$ cat config.mk
export PLATFORM = sky130hd
export DESIGN_NAME = mips_mc_control_flat
export DESIGN_NICKNAME = d
export VERILOG_FILES = /design/src/rtl/mips_mc_control_if.sv /design/src/rtl/mips_mc_control.sv /design/src/flat_wrapper.sv
export SDC_FILE = /design/constraint.sdc
export NUM_CORES = 1
export LEC_CHECK = 0
export ABC_AREA = 1
export CAP_MARGIN = 0
export CORE_MARGIN = 5
export CORE_UTILIZATION = 41
export DETAILED_ROUTE_END_ITERATION = 10
export PLACE_DENSITY = 0.84
export SETUP_SLACK_MARGIN = 0.15
export SYNTH_ARGS = -nofsm -noshare
export SYNTH_HDL_FRONTEND = slang
export SYNTH_SLANG_ARGS = --single-unit
$ cat constraint.sdc
create_clock -name clk -period 1.5 [get_ports clk]
set_clock_uncertainty 0.05 [all_clocks]
set_input_delay 0.225 -clock clk [delete_from_list [all_inputs] [get_ports clk]]
set_output_delay 0.225 -clock clk [all_outputs]
set_load 0.05 [all_outputs]
$ cat src/rtl/mips_mc_control_if.sv
// Control bundle between the multi-cycle MIPS main controller and its datapath.
// master = controller side, slave = datapath/memory side.
// Carries opcode/flags/handshake inward and every datapath control point outward.
interface mips_mc_control_if #(
    parameter int STATE_W = 4
);
    logic [5:0]         opcode;
    logic               zero;
    logic               mem_ready;
    logic               pc_write;
    logic               pc_write_cond;
    logic               i_or_d;
    logic               mem_read;
    logic               mem_write;
    logic               ir_write;
    logic               mem_to_reg;
    logic               reg_dst;
    logic               reg_write;
    logic               alu_src_a;
    logic [1:0]         alu_src_b;
    logic [1:0]         alu_op;
    logic [1:0]         pc_src;
    logic               ext_sel;
    logic               illegal_op;
    logic [STATE_W-1:0] state;

    modport master (
        input  opcode, zero, mem_ready,
        output pc_write, pc_write_cond, i_or_d, mem_read, mem_write, ir_write,
               mem_to_reg, reg_dst, reg_write, alu_src_a, alu_src_b, alu_op,
               pc_src, ext_sel, illegal_op, state
    );

    modport slave (
        output opcode, zero, mem_ready,
        input  pc_write, pc_write_cond, i_or_d, mem_read, mem_write, ir_write,
               mem_to_reg, reg_dst, reg_write, alu_src_a, alu_src_b, alu_op,
               pc_src, ext_sel, illegal_op, state
    );
endinterface

$ cat src/rtl/mips_mc_control.sv
// Multi-cycle MIPS main control FSM: sequences fetch/decode/execute/memory/writeback.
// Latency: 3-5 states per instruction; Moore outputs decoded from the state register.
// Backpressure: FETCH, MEMRD and MEMWR hold (outputs stable) until mem_ready.
// Optional macro MIPS_ZERO_EXT_IMM_EN adds andi/ori via the LOGEX state.
module mips_mc_control #(
    parameter int STATE_W = 4
) (
    input  logic              clk,
    input  logic              rst_n,
    mips_mc_control_if.master bus
);

    typedef enum logic [STATE_W-1:0] {
        S_FETCH  = 0,
        S_DECODE = 1,
        S_MEMADR = 2,
        S_MEMRD  = 3,
        S_MEMWB  = 4,
        S_MEMWR  = 5,
        S_REX    = 6,
        S_RWB    = 7,
        S_BEQ    = 8,
        S_ADDIEX = 9,
        S_IMMWB  = 10,
        S_JUMP   = 11
`ifdef MIPS_ZERO_EXT_IMM_EN
        ,
        S_LOGEX  = 12
`endif
    } state_t;

    localparam logic [5:0] OP_RTYPE = 6'b000000;
    localparam logic [5:0] OP_LW    = 6'b100011;
    localparam logic [5:0] OP_SW    = 6'b101011;
    localparam logic [5:0] OP_BEQ   = 6'b000100;
    localparam logic [5:0] OP_ADDI  = 6'b001000;
    localparam logic [5:0] OP_J     = 6'b000010;
`ifdef MIPS_ZERO_EXT_IMM_EN
    localparam logic [5:0] OP_ANDI  = 6'b001100;
    localparam logic [5:0] OP_ORI   = 6'b001101;
`endif

    state_t     state_q;
    state_t     state_d;
    state_t     cur;
    logic [5:0] op_q;

    // While reset is held the outputs decode as FETCH, so an aborted
    // instruction cannot issue a further register or memory write.
    assign cur       = rst_n ? state_q : S_FETCH;
    assign bus.state = state_q;

    // State register and opcode latch (opcode captured once, in DECODE).
    always_ff @(posedge clk) begin
        if (!rst_n) begin
            state_q <= S_FETCH;
            op_q    <= '0;
        end else begin
            state_q <= state_d;
            if (state_q == S_DECODE) begin
                op_q <= bus.opcode;
            end
        end
    end

    // Next-state and Moore output decode; mem_ready only gates the handshakes.
    always_comb begin
        state_d           = S_FETCH;
        bus.pc_write      = 1'b0;
        bus.pc_write_cond = 1'b0;
        bus.i_or_d        = 1'b0;
        bus.mem_read      = 1'b0;
        bus.mem_write     = 1'b0;
        bus.ir_write      = 1'b0;
        bus.mem_to_reg    = 1'b0;
        bus.reg_dst       = 1'b0;
        bus.reg_write     = 1'b0;
        bus.alu_src_a     = 1'b0;
        bus.alu_src_b     = 2'b00;
        bus.alu_op        = 2'b00;
        bus.pc_src        = 2'b00;
        bus.ext_sel       = 1'b0;
        bus.illegal_op    = 1'b0;

        case (cur)
            S_FETCH: begin
                bus.mem_read  = 1'b1;
                bus.alu_src_b = 2'b01;
                bus.ir_write  = bus.mem_ready;
                bus.pc_write  = bus.mem_ready;
                state_d       = bus.mem_ready ? S_DECODE : S_FETCH;
            end
            S_DECODE: begin
                // Branch target precompute: PC + (sext(imm) << 2).
                bus.alu_src_b = 2'b11;
                case (bus.opcode)
                    OP_LW, OP_SW: state_d = S_MEMADR;
                    OP_RTYPE:     state_d = S_REX;
                    OP_BEQ:       state_d = S_BEQ;
                    OP_ADDI:      state_d = S_ADDIEX;
                    OP_J:         state_d = S_JUMP;
`ifdef MIPS_ZERO_EXT_IMM_EN
                    OP_ANDI, OP_ORI: state_d = S_LOGEX;
`endif
                    default: begin
                        bus.illegal_op = 1'b1;
                        state_d        = S_FETCH;
                    end
                endcase
            end
            S_MEMADR: begin
                bus.alu_src_a = 1'b1;
                bus.alu_src_b = 2'b10;
                state_d       = (op_q == OP_SW) ? S_MEMWR : S_MEMRD;
            end
            S_MEMRD: begin
                bus.mem_read = 1'b1;
                bus.i_or_d   = 1'b1;
                state_d      = bus.mem_ready ? S_MEMWB : S_MEMRD;
            end
            S_MEMWB: begin
                bus.reg_write  = 1'b1;
                bus.mem_to_reg = 1'b1;
                state_d        = S_FETCH;
            end
            S_MEMWR: begin
                bus.mem_write = 1'b1;
                bus.i_or_d    = 1'b1;
                state_d       = bus.mem_ready ? S_FETCH : S_MEMWR;
            end
            S_REX: begin
                bus.alu_src_a = 1'b1;
                bus.alu_op    = 2'b10;
                state_d       = S_RWB;
            end
            S_RWB: begin
                bus.reg_write = 1'b1;
                bus.reg_dst   = 1'b1;
                state_d       = S_FETCH;
            end
            S_BEQ: begin
                // The datapath qualifies pc_write_cond with the ALU zero flag.
                bus.alu_src_a     = 1'b1;
                bus.alu_op        = 2'b01;
                bus.pc_write_cond = 1'b1;
                bus.pc_src        = 2'b01;
                state_d           = S_FETCH;
            end
            S_ADDIEX: begin
                bus.alu_src_a = 1'b1;
                bus.alu_src_b = 2'b10;
                state_d       = S_IMMWB;
            end
`ifdef MIPS_ZERO_EXT_IMM_EN
            S_LOGEX: begin
                bus.alu_src_a = 1'b1;
                bus.alu_src_b = 2'b10;
                bus.ext_sel   = 1'b1;
                bus.alu_op    = 2'b11;
                state_d       = S_IMMWB;
            end
`endif
            S_IMMWB: begin
                bus.reg_write = 1'b1;
                state_d       = S_FETCH;
            end
            S_JUMP: begin
                bus.pc_write = 1'b1;
                bus.pc_src   = 2'b10;
                state_d      = S_FETCH;
            end
            default: begin
                // Unused encodings recover to FETCH and flag the event.
                bus.illegal_op = 1'b1;
                state_d        = S_FETCH;
            end
        endcase
    end

endmodule

$ cat src/flat_wrapper.sv
// flat-port wrapper written by rule: the top's interface ports become plain ports
module mips_mc_control_flat 
#(
    parameter int STATE_W = 4
)
  (clk, rst_n, bus_opcode, bus_zero, bus_mem_ready, bus_pc_write, bus_pc_write_cond, bus_i_or_d, bus_mem_read, bus_mem_write, bus_ir_write, bus_mem_to_reg, bus_reg_dst, bus_reg_write, bus_alu_src_a, bus_alu_src_b, bus_alu_op, bus_pc_src, bus_ext_sel, bus_illegal_op, bus_state);
  mips_mc_control_if #(.STATE_W(STATE_W)) bus_i ();
  input  logic clk;
  input  logic rst_n;
  input wire logic [$bits(bus_i.opcode)-1:0] bus_opcode;
  input wire logic [$bits(bus_i.zero)-1:0] bus_zero;
  input wire logic [$bits(bus_i.mem_ready)-1:0] bus_mem_ready;
  output wire logic [$bits(bus_i.pc_write)-1:0] bus_pc_write;
  output wire logic [$bits(bus_i.pc_write_cond)-1:0] bus_pc_write_cond;
  output wire logic [$bits(bus_i.i_or_d)-1:0] bus_i_or_d;
  output wire logic [$bits(bus_i.mem_read)-1:0] bus_mem_read;
  output wire logic [$bits(bus_i.mem_write)-1:0] bus_mem_write;
  output wire logic [$bits(bus_i.ir_write)-1:0] bus_ir_write;
  output wire logic [$bits(bus_i.mem_to_reg)-1:0] bus_mem_to_reg;
  output wire logic [$bits(bus_i.reg_dst)-1:0] bus_reg_dst;
  output wire logic [$bits(bus_i.reg_write)-1:0] bus_reg_write;
  output wire logic [$bits(bus_i.alu_src_a)-1:0] bus_alu_src_a;
  output wire logic [$bits(bus_i.alu_src_b)-1:0] bus_alu_src_b;
  output wire logic [$bits(bus_i.alu_op)-1:0] bus_alu_op;
  output wire logic [$bits(bus_i.pc_src)-1:0] bus_pc_src;
  output wire logic [$bits(bus_i.ext_sel)-1:0] bus_ext_sel;
  output wire logic [$bits(bus_i.illegal_op)-1:0] bus_illegal_op;
  output wire logic [$bits(bus_i.state)-1:0] bus_state;
  assign bus_i.opcode = bus_opcode;
  assign bus_i.zero = bus_zero;
  assign bus_i.mem_ready = bus_mem_ready;
  assign bus_pc_write = bus_i.pc_write;
  assign bus_pc_write_cond = bus_i.pc_write_cond;
  assign bus_i_or_d = bus_i.i_or_d;
  assign bus_mem_read = bus_i.mem_read;
  assign bus_mem_write = bus_i.mem_write;
  assign bus_ir_write = bus_i.ir_write;
  assign bus_mem_to_reg = bus_i.mem_to_reg;
  assign bus_reg_dst = bus_i.reg_dst;
  assign bus_reg_write = bus_i.reg_write;
  assign bus_alu_src_a = bus_i.alu_src_a;
  assign bus_alu_src_b = bus_i.alu_src_b;
  assign bus_alu_op = bus_i.alu_op;
  assign bus_pc_src = bus_i.pc_src;
  assign bus_ext_sel = bus_i.ext_sel;
  assign bus_illegal_op = bus_i.illegal_op;
  assign bus_state = bus_i.state;
  mips_mc_control #(.STATE_W(STATE_W)) u_core (.clk(clk), .rst_n(rst_n), .bus(bus_i));
endmodule
==> out/metrics.yaml, run 1 <==
die_x_um: 52.2
netlist_area_um2: 729
ctsResizeCount: 46
synthDistinctLibCells: 18
largest_family_of_logic_cells_by_synthesized_area: "simple AND/OR/NAND/NOR gates"
number_of_sinks_handled_by_clock_tree_synthesis: 10
port-buffer-count: 29
cts.path.max_buffers: 2
last-stage-reached: "clock tree synthesis (4_1_cts)"
cts_buf_count: 3
globalplace.congestion: 0.885
postSynthRegisterBits: 10
fp.dieH_um: 52.2
initial_utilization_pct: 42.7
clock_tree.root_cell: "sky130_fd_sc_hd__clkbuf_4"
synth_compound_gate_area_share_pct: 11.1
ys_seq_area_share_pct: 27.4
clock_tree.htree_level_count: 1
synthAdderAreaFrac_pct: 0
tool.error: "[ERROR DPL-0038] Utilization greater than 100%, impossible to legalize"
run_status: "stopped before the end"
post_cts_buffers: 12
post_dp_cell_area_um2: 1560
ios: 32
yosys-mux-area-fraction_pct: 0
postSynthNetCount: 135
rows: 15
synthCells: 125
cts-hold-fix-buffers: 0
synth_xor_area_share_pct: 0
synth_simple_gate_area_share_pct: 47.5
hpwl_mm: 2.61
syn_area_per_cell_um2: 5.84
yosys_warnings: 0
==> cells in the mapped netlist <==
cell type | count | area share [%]
sky130_fd_sc_hd__buf_4 | 3 | 3.1
sky130_fd_sc_hd__nand3_1 | 16 | 11
sky130_fd_sc_hd__nand4_1 | 3 | 2.6
sky130_fd_sc_hd__nor2_1 | 22 | 11
sky130_fd_sc_hd__nand2_1 | 30 | 15
sky130_fd_sc_hd__nor3_1 | 2 | 1.4
sky130_fd_sc_hd__inv_2 | 2 | 1.0
sky130_fd_sc_hd__o21ai_4 | 1 | 2.2
sky130_fd_sc_hd__nand2_2 | 1 | 0.86
sky130_fd_sc_hd__dfxtp_1 | 10 | 27
sky130_fd_sc_hd__inv_1 | 15 | 7.7
sky130_fd_sc_hd__buf_6 | 1 | 1.5
sky130_fd_sc_hd__nor2_2 | 3 | 2.6
sky130_fd_sc_hd__nand2_4 | 1 | 1.5
sky130_fd_sc_hd__a21oi_1 | 7 | 4.8
sky130_fd_sc_hd__conb_1 | 1 | 0.51
sky130_fd_sc_hd__o21ai_0 | 6 | 4.1
sky130_fd_sc_hd__and3_1 | 1 | 0.86
==> logic make-up after synthesis <==
kind of cell,after synthesis
AOI/OAI and AO/OA,14
buffers and inverters,21
DFF,10
other,1
and+or+nand+nor,79
==> stage by stage <==
step                cells  setup WS (ns)  utilization, %
global placement      204         -0.410            91.3
detailed placement    204         -0.505            91.3
floorplan             125         -0.322               -
==> run 2, diff against run 1 <==
--- a/config.mk
+++ b/config.mk
@@ -7,11 +7,10 @@
 export LEC_CHECK = 0
 export ABC_AREA = 1
 export CAP_MARGIN = 0
-export CORE_MARGIN = 5
-export CORE_UTILIZATION = 41
+export CORE_AREA = 5 5 66 68
 export DETAILED_ROUTE_END_ITERATION = 10
-export PLACE_DENSITY = 0.84
-export SETUP_SLACK_MARGIN = 0.15
+export DIE_AREA = 0 0 71 73
+export PLACE_DENSITY_LB_ADDON = 0.15
 export SYNTH_ARGS = -nofsm -noshare
 export SYNTH_HDL_FRONTEND = slang
 export SYNTH_SLANG_ARGS = --single-unit
==> out/metrics.yaml, run 2 <==
number_of_nets_in_the_layout: 214
worst_ir_drop_vdd_mv: 0.538
floorplan.core_area_um2: 3800
static-leakage-power_nw: 0.921
timing.critical_path.fanout_max: 4
hold-path-cell-count: 2
antennaDiodeCount: 0
rows: 23  # +8
synthDistinctLibCells: 18  # unchanged
report.power.total_mw: 0.863
layout_common_cells: "39 x sky130_fd_sc_hd__buf_4, 21 x sky130_fd_sc_hd__buf_12, 18 x sky130_fd_sc_hd__nand2_1"
synthMostInstantiatedCell: "sky130_fd_sc_hd__nand2_1"
crit_path_max_incr_delay_ns: 0.37
grt.met2_usage_pct: 20.4
run_status: "finished, violations left"
timing.hold.worst.class: "reg -> reg"
antenna_found_initial: 0
route.antenna.remaining_nets: 0
post_synth_main_area_contributors: "sky130_fd_sc_hd__dfxtp_1 27%, sky130_fd_sc_hd__nand2_1 15%, sky130_fd_sc_hd__nor2_1 11%"
postSynthNetCount: 135  # unchanged
postSynthRegisterBits: 10  # unchanged
use_met1_pct: 11.7
number_of_sinks_handled_by_clock_tree_synthesis: 10  # unchanged
yosys_warnings: 0  # unchanged
most_used_standard_cells_in_the_synthesized_netlist: "30 x sky130_fd_sc_hd__nand2_1, 22 x sky130_fd_sc_hd__nor2_1, 16 x sky130_fd_sc_hd__nand3_1, 15 x sky130_fd_sc_hd__inv_1, 10 x sky130_fd_sc_hd__dfxtp_1"
drt-pass1-iter-count: 4
grt_start_max_net_pins: 9
global_route.usage.total_pct: 11.0
synthCells: 125  # unchanged
period_minus_slack_ns: 1.62
via_count: 1061
globalRouteMet3Util_pct: 2.34
detail_route.drc_violations: 0
gr-max-usage-layer: "met2"
clock_tree.htree_level_count: 1  # unchanged
drt-wirelength-per-cell_um: 11.1
ios: 32  # unchanged
final-seq-area_um2: 215
tritoncts: "built"
ys_seq_area_share_pct: 27.4  # unchanged
final_min_period_over_clock_period_pct: 108
fill_cells: 407
ff_to_ff_end: "u_core.bus.state[0]"
setup_tns_ns: -1.13
fmax_ghz: 0.618
report.final.slew_viol_count: 0
min-delay-start: "u_core.op_q[4]"
drt_wirelength_mm: 2.80
port-buffer-count: 29  # unchanged
largest_reg_flops: 6
yosysTopAreaCellShare_pct: 27.4  # unchanged
path_cells: "nand2_4, nor2_4, inv_2, nor2_4, inv_2, buf_4, nand3_2, buf_12"
cp_slowest_cell: "sky130_fd_sc_hd__dfxtp_4"
fp.dieArea_um2: 5180
area_of_the_multi_input_gates_um2: 616
globalplace.congestion: 0.783  # -12%
synth-async-reset-ratio_pct: 0  # unchanged
cp_data_required_time_ns: 1.22
number_of_failing_setup_endpoints_in_the_final_timing_report: 13
timing.critical_path.max_delay_family: "buffers and inverters"
area_growth_syn_to_layout_pct: 164
wire_length_of_the_first_global_routing_pass_mm: 4.57
die_x_um: 71  # +36%
most_common_cell_after_layout_fill_and_taps_aside: "sky130_fd_sc_hd__buf_4"
drive_gt1_share_pct: 60.1
final-hold-violation-count: 0
via_per_inst: 4.19
drtIter0Drc: 29
max_flop_register: "u_core.op_q"
synth_top_area_cell: "sky130_fd_sc_hd__dfxtp_1"
grt.overflow.total: 0
cts.path.max_buffers: 2  # unchanged
power_per_unit_of_standard_cell_area_nw_per_um2: 449
synth_ff_type: "sky130_fd_sc_hd__dfxtp_1"
worstRegToRegCells: 9
fp.dieH_um: 73  # +40%
reg2reg_from: "u_core.bus.state[0]"
cp-end-kind: "primary output"
synth_enable_flop_cells: 0  # unchanged
timing.reg2reg.setup_slack_ns: 0.10
worst-path-buf-inv: 4
clock_tree.root_cell: "sky130_fd_sc_hd__clkbuf_8"
worst-endpoint-arrival_ns: 1.34
violations: "negative setup slack"
fin_ws_ns: -0.119
clk_latency_ns: 0.23
grt_setup_unrepaired: "yes"
grt_pass1_vias: 1062
maxCapViolations: 0
timing_worst_setup_path_type: "reg -> out"
clkTransAtPathRegs_ns: 0.05
initial_utilization_pct: 19.2  # -24 points
cts-hold-fix-buffers: 0  # unchanged
netlist_area_um2: 729  # unchanged
hpwl_mm: 2.25  # -14%
crit_path_start_kind: "flip-flop"
worst_hold_path.endpoint: "u_core.op_q[4]"
cts_buf_count: 3  # unchanged
syn_area_per_cell_um2: 5.84  # unchanged
==> run 2: cell counts after synthesis <==
No cell type changed its count.
==> run 2: final cells by class <==
class	instances	area share, %
multi-input cells	94	32.0
inverters	17	3.90
repair buffers	78	46.8
clock buffers	4	2.86
flip-flops and latches	10	11.2
well taps	50	3.25
==> run 2: how the worst max path moves through the flow <==
stage	startpoint	endpoint	slack [ns]	cells after the start
finish	u_core.bus.state[0]	bus_alu_src_b[1]	-0.12	8
global route	u_core.bus.state[2]	bus_illegal_op	-0.21	8
detailed placement	rst_n	bus_reg_write	-0.45	9
floorplan	u_core.bus.state[2]	bus_reg_write	-0.34	6
global placement	rst_n	bus_reg_write	-0.42	9
CTS	u_core.bus.state[0]	bus_illegal_op	-0.11	9
==> run 2: worst reg2reg max path: stages (launching register included) <==
cell	delay [ns]
sky130_fd_sc_hd__dfxtp_4	0.36
sky130_fd_sc_hd__buf_4	0.15
sky130_fd_sc_hd__inv_1	0.11
sky130_fd_sc_hd__nor2_4	0.06
sky130_fd_sc_hd__buf_4	0.13
sky130_fd_sc_hd__buf_4	0.12
sky130_fd_sc_hd__nand3_1	0.08
sky130_fd_sc_hd__nand2_1	0.05
sky130_fd_sc_hd__nor2_1	0.12
sky130_fd_sc_hd__a21oi_1	0.07
==> run 2: timing repair <==
item                                    in CTS  in global routing
endpoints found under the setup margin      20                 17
setup buffers                                7                  6
cloned                                       0                  0
gates resized for setup                     48                 12
pin swaps                                   19                 12
==> run 2: cells by family (layout without fill, tap and decap cells) <==
family / after synthesis / after routing / synth area share [%]
simple gates: 79 / 79 / 47.5
buf+inv: 21 / 99 / 13.4
compound gates: 14 / 14 / 11.1
flops: 10 / 10 / 27.4
other cells: 1 / 1 / 0.514
==> run 2: stage by stage <==
stage                     instances  worst slack [ns]  hold WS [ns]  instance area [um2]  util [%]
after floorplan                 125            -0.338         0.340                  815         -
after global routing            253            -0.209         0.424                 1920      50.6
final                           253            -0.119         0.405                 1920      50.6
after detailed placement        236            -0.446         0.400                 1610      42.5
after global placement          236            -0.421         0.401                 1610      42.5
after CTS                       247            -0.108         0.408                 1820      48.0
==> run 2: metal layers <==
layer	wire, um	share of wire [%]
met1	1150	41
met2	1480	53
met3	116	4.1
met4	57	2.0
met5	0	0
==> run 2: where the power goes <==
part           internal [mW]  total [mW]  switching (mW)
Clock                  0.230       0.330          0.0999
Combinational          0.119       0.253           0.134
Sequential             0.273       0.280         0.00756
Total                  0.622       0.863           0.241
(Power assumes the default switching activity.)
==> patch: new RTL, config.mk and constraints of run 2 <==
Add a define of `MIPS_ZERO_EXT_IMM_EN`.
--- a/src/rtl/mips_mc_control.sv
+++ b/src/rtl/mips_mc_control.sv
@@ -3,4 +3,6 @@
 // Backpressure: FETCH, MEMRD and MEMWR hold (outputs stable) until mem_ready.
 // Optional macro MIPS_ZERO_EXT_IMM_EN adds andi/ori via the LOGEX state.
+`define MIPS_ZERO_EXT_IMM_EN
+
 module mips_mc_control #(
     parameter int STATE_W = 4
Formal check against the unedited RTL: not equivalent (Yosys sat finds a counterexample within 4 cycles, from zero or initial values and one cycle with rst_n low).
==> patch against run 2 <==
  * The run still ends with negative setup slack left
  * Global-route usage is 0.69 points higher
  * Total power is 2.7% higher
  * Register-to-register slack worse by 0.03 ns
  * Routed wire length is 9.7% higher
  * Setup slack worse by 0.044 ns
  * Final area is 4.2% higher
  * Sequential cell count stayed put
  * Maximum frequency is 2.6% lower
  * Sequential share of layout area is 0.45 points lower
  * Cell count is 6.3% higher
  * Synthesized area is 7.9% higher
  * Clock power hardly changed
  * Critical path type unchanged
  * Largest power group unchanged
==> patch: results (changes against run 2) <==
[run_status]
outcome = finished with violations
violations = negative setup slack

[final_layout]
flow.area_growth_from_synthesis_pct = 154.5
max_ffs_per_register = 6  ; unchanged
drive_above_1_share = 0.5753  ; -0.02564
num_antenna_cells = 0  ; unchanged
fill_cells = 356  ; -13%
largest_register = u_core.op_q
nNetsFinal = 230  ; +7.5%

[clocking]
root_buffer = clkbuf_8
cts_made_buffers = 3  ; unchanged
worst_skew_pair.late_latency_ns = 0.23  ; about the same
h-tree-depth = 1  ; unchanged
clock_path_buffers = 2  ; unchanged

[placement]
post_dp_cell_area_um2 = 1727  ; +7.0%
dp.final_hpwl_um = 2527  ; +12%
place_congestion = 0.8540  ; +9.1%
port-buffer-count = 30  ; +3.4%

[logic_synthesis]
asyncSetResetFlopFracSynth = 0  ; unchanged
synth.net_count = 151  ; +12%
top_flip_flop_cell_by_instance_count_after_synthesis = dfxtp_1
yosysUniqueCellTypes = 18  ; unchanged
synth_common_cells = 33 x nand2_1, 26 x nor2_1, 17 x inv_1
yosysWarningCount = 0  ; unchanged
synth.yosys.seq_area_share = 0.2544  ; -0.02007
synth_area_leaders = dfxtp_1 25%, nand2_1 16%, nor2_1 12%

[global_route]
grt_pass1_wl_um = 4981  ; +9.1%
gr-usage-all-layers = 0.1168  ; +0.006885
grt_pass1_vias = 1110  ; +4.5%
grt_max_degree = 9  ; unchanged

[drt]
drt-wirelength-per-cell_um = 11.44  ; +3.2%
dr.first_iter.drc_count = 34  ; +17%
top_layer = met4
wirelength_met1_um = 1277  ; +11%
wl_met3_um = 162  ; +40%
route.vias.total = 1200  ; +13%
route.met2.wl_um = 1607  ; +8.4%

[worst_setup_path]
worstReg2RegStart = u_core.bus.state[3]
critPathMaxFanout = 4  ; unchanged
r2r_end = u_core.bus.state[2]
critPathArrivalTime_ns = 1.39  ; +0.05 ns
worstSetupStartpoint = u_core.bus.state[1]
ff_to_ff_path_depth = 8  ; -1
timing.critical_path.slowest_cell_delay_ns = 0.37  ; about the same
cp_slowest_cell = dfxtp_4
timing.reg2reg.setup_slack_ns = 0.07  ; -0.03 ns

[sta]
post-route-worst-setup-slack_ns = -0.1628  ; -0.04354 ns
max_slew.worst_pin.slew_ns = 0.2431
setup_viol = 17  ; +4
max_freq_mhz = 601.4  ; -2.6%
final_tns_setup_ns = -1.679  ; -0.5467 ns
report.final.hold_viol_count = 0  ; unchanged

[min_path]
hold-path-cell-count = 2  ; unchanged
timing.hold.worst.start = u_core.op_q[1]
min-delay-path-class = flip-flop to flip-flop
hold_path_end = u_core.op_q[1]

[power]
vdd_drop_max_mv = 0.2128  ; -60%
leakage_uw = 0.0009487  ; +3.0%

patch: area by class of cell:
cell class | instances | area share
timing repair buffer | 76 | 0.4410
clock buffer | 4 | 0.02748
multi-input combinational | 105 | 0.3417
tap | 50 | 0.03123
inverter | 24 | 0.05122
sequential | 10 | 0.1074
patch: what timing repair did:
item | CTS | global route
resized for setup | 36 | 19
pin swaps | 6 | 6
gates cloned | 0 | 0
setup buffers | 4 | 6
setup endpoints to repair | 22 | 18
patch: cell families (layout without fill, tap and decap cells):
kind of cell | after synthesis | in the layout | synth area share
compound gates | 20 | 20 | 0.1367
buf+inv | 26 | 104 | 0.1335
simple gates | 85 | 85 | 0.4754
flops | 10 | 10 | 0.2544
patch: how the worst max path moves through the flow:
stage	cells after the start	to	slack, ns
global route	5	bus_pc_write	-0.21
CTS	7	bus_reg_write	-0.13
detailed placement	6	bus_pc_src[0]	-0.49
floorplan	6	bus_reg_write	-0.28
global placement	6	bus_pc_write_cond	-0.45
finish	6	bus_mem_read	-0.16
patch: metrics by stage:
step	setup slack, ns	hold slack, ns	instances
after global placement	-0.4477	0.3952	256
after CTS	-0.1290	0.4059	264
after floorplan	-0.2775	0.3393	141
after global routing	-0.2108	0.4294	269
after detailed placement	-0.4913	0.3982	256
final	-0.1628	0.3988	269
patch: metal layers:
layer,track usage,vias up
met3,0.01653,5
met1,0.1453,556
met2,0.2091,35
li1,-,604
met5,0,-
met4,0.03340,0
patch: worst max-delay path: cells and delay by family, from the launching register on:
| family | cells | cell delay [ns] |
|---|---|---|
| buffers and inverters | 4 | 0.45 |
| flip-flops | 1 | 0.37 |
| AO/OA/AOI/OAI | 2 | 0.35 |
patch: power breakdown:
part / switching (uW) / internal, uW
registers: 10.4 / 273
logic: 145 / 127
clock network: 100 / 230
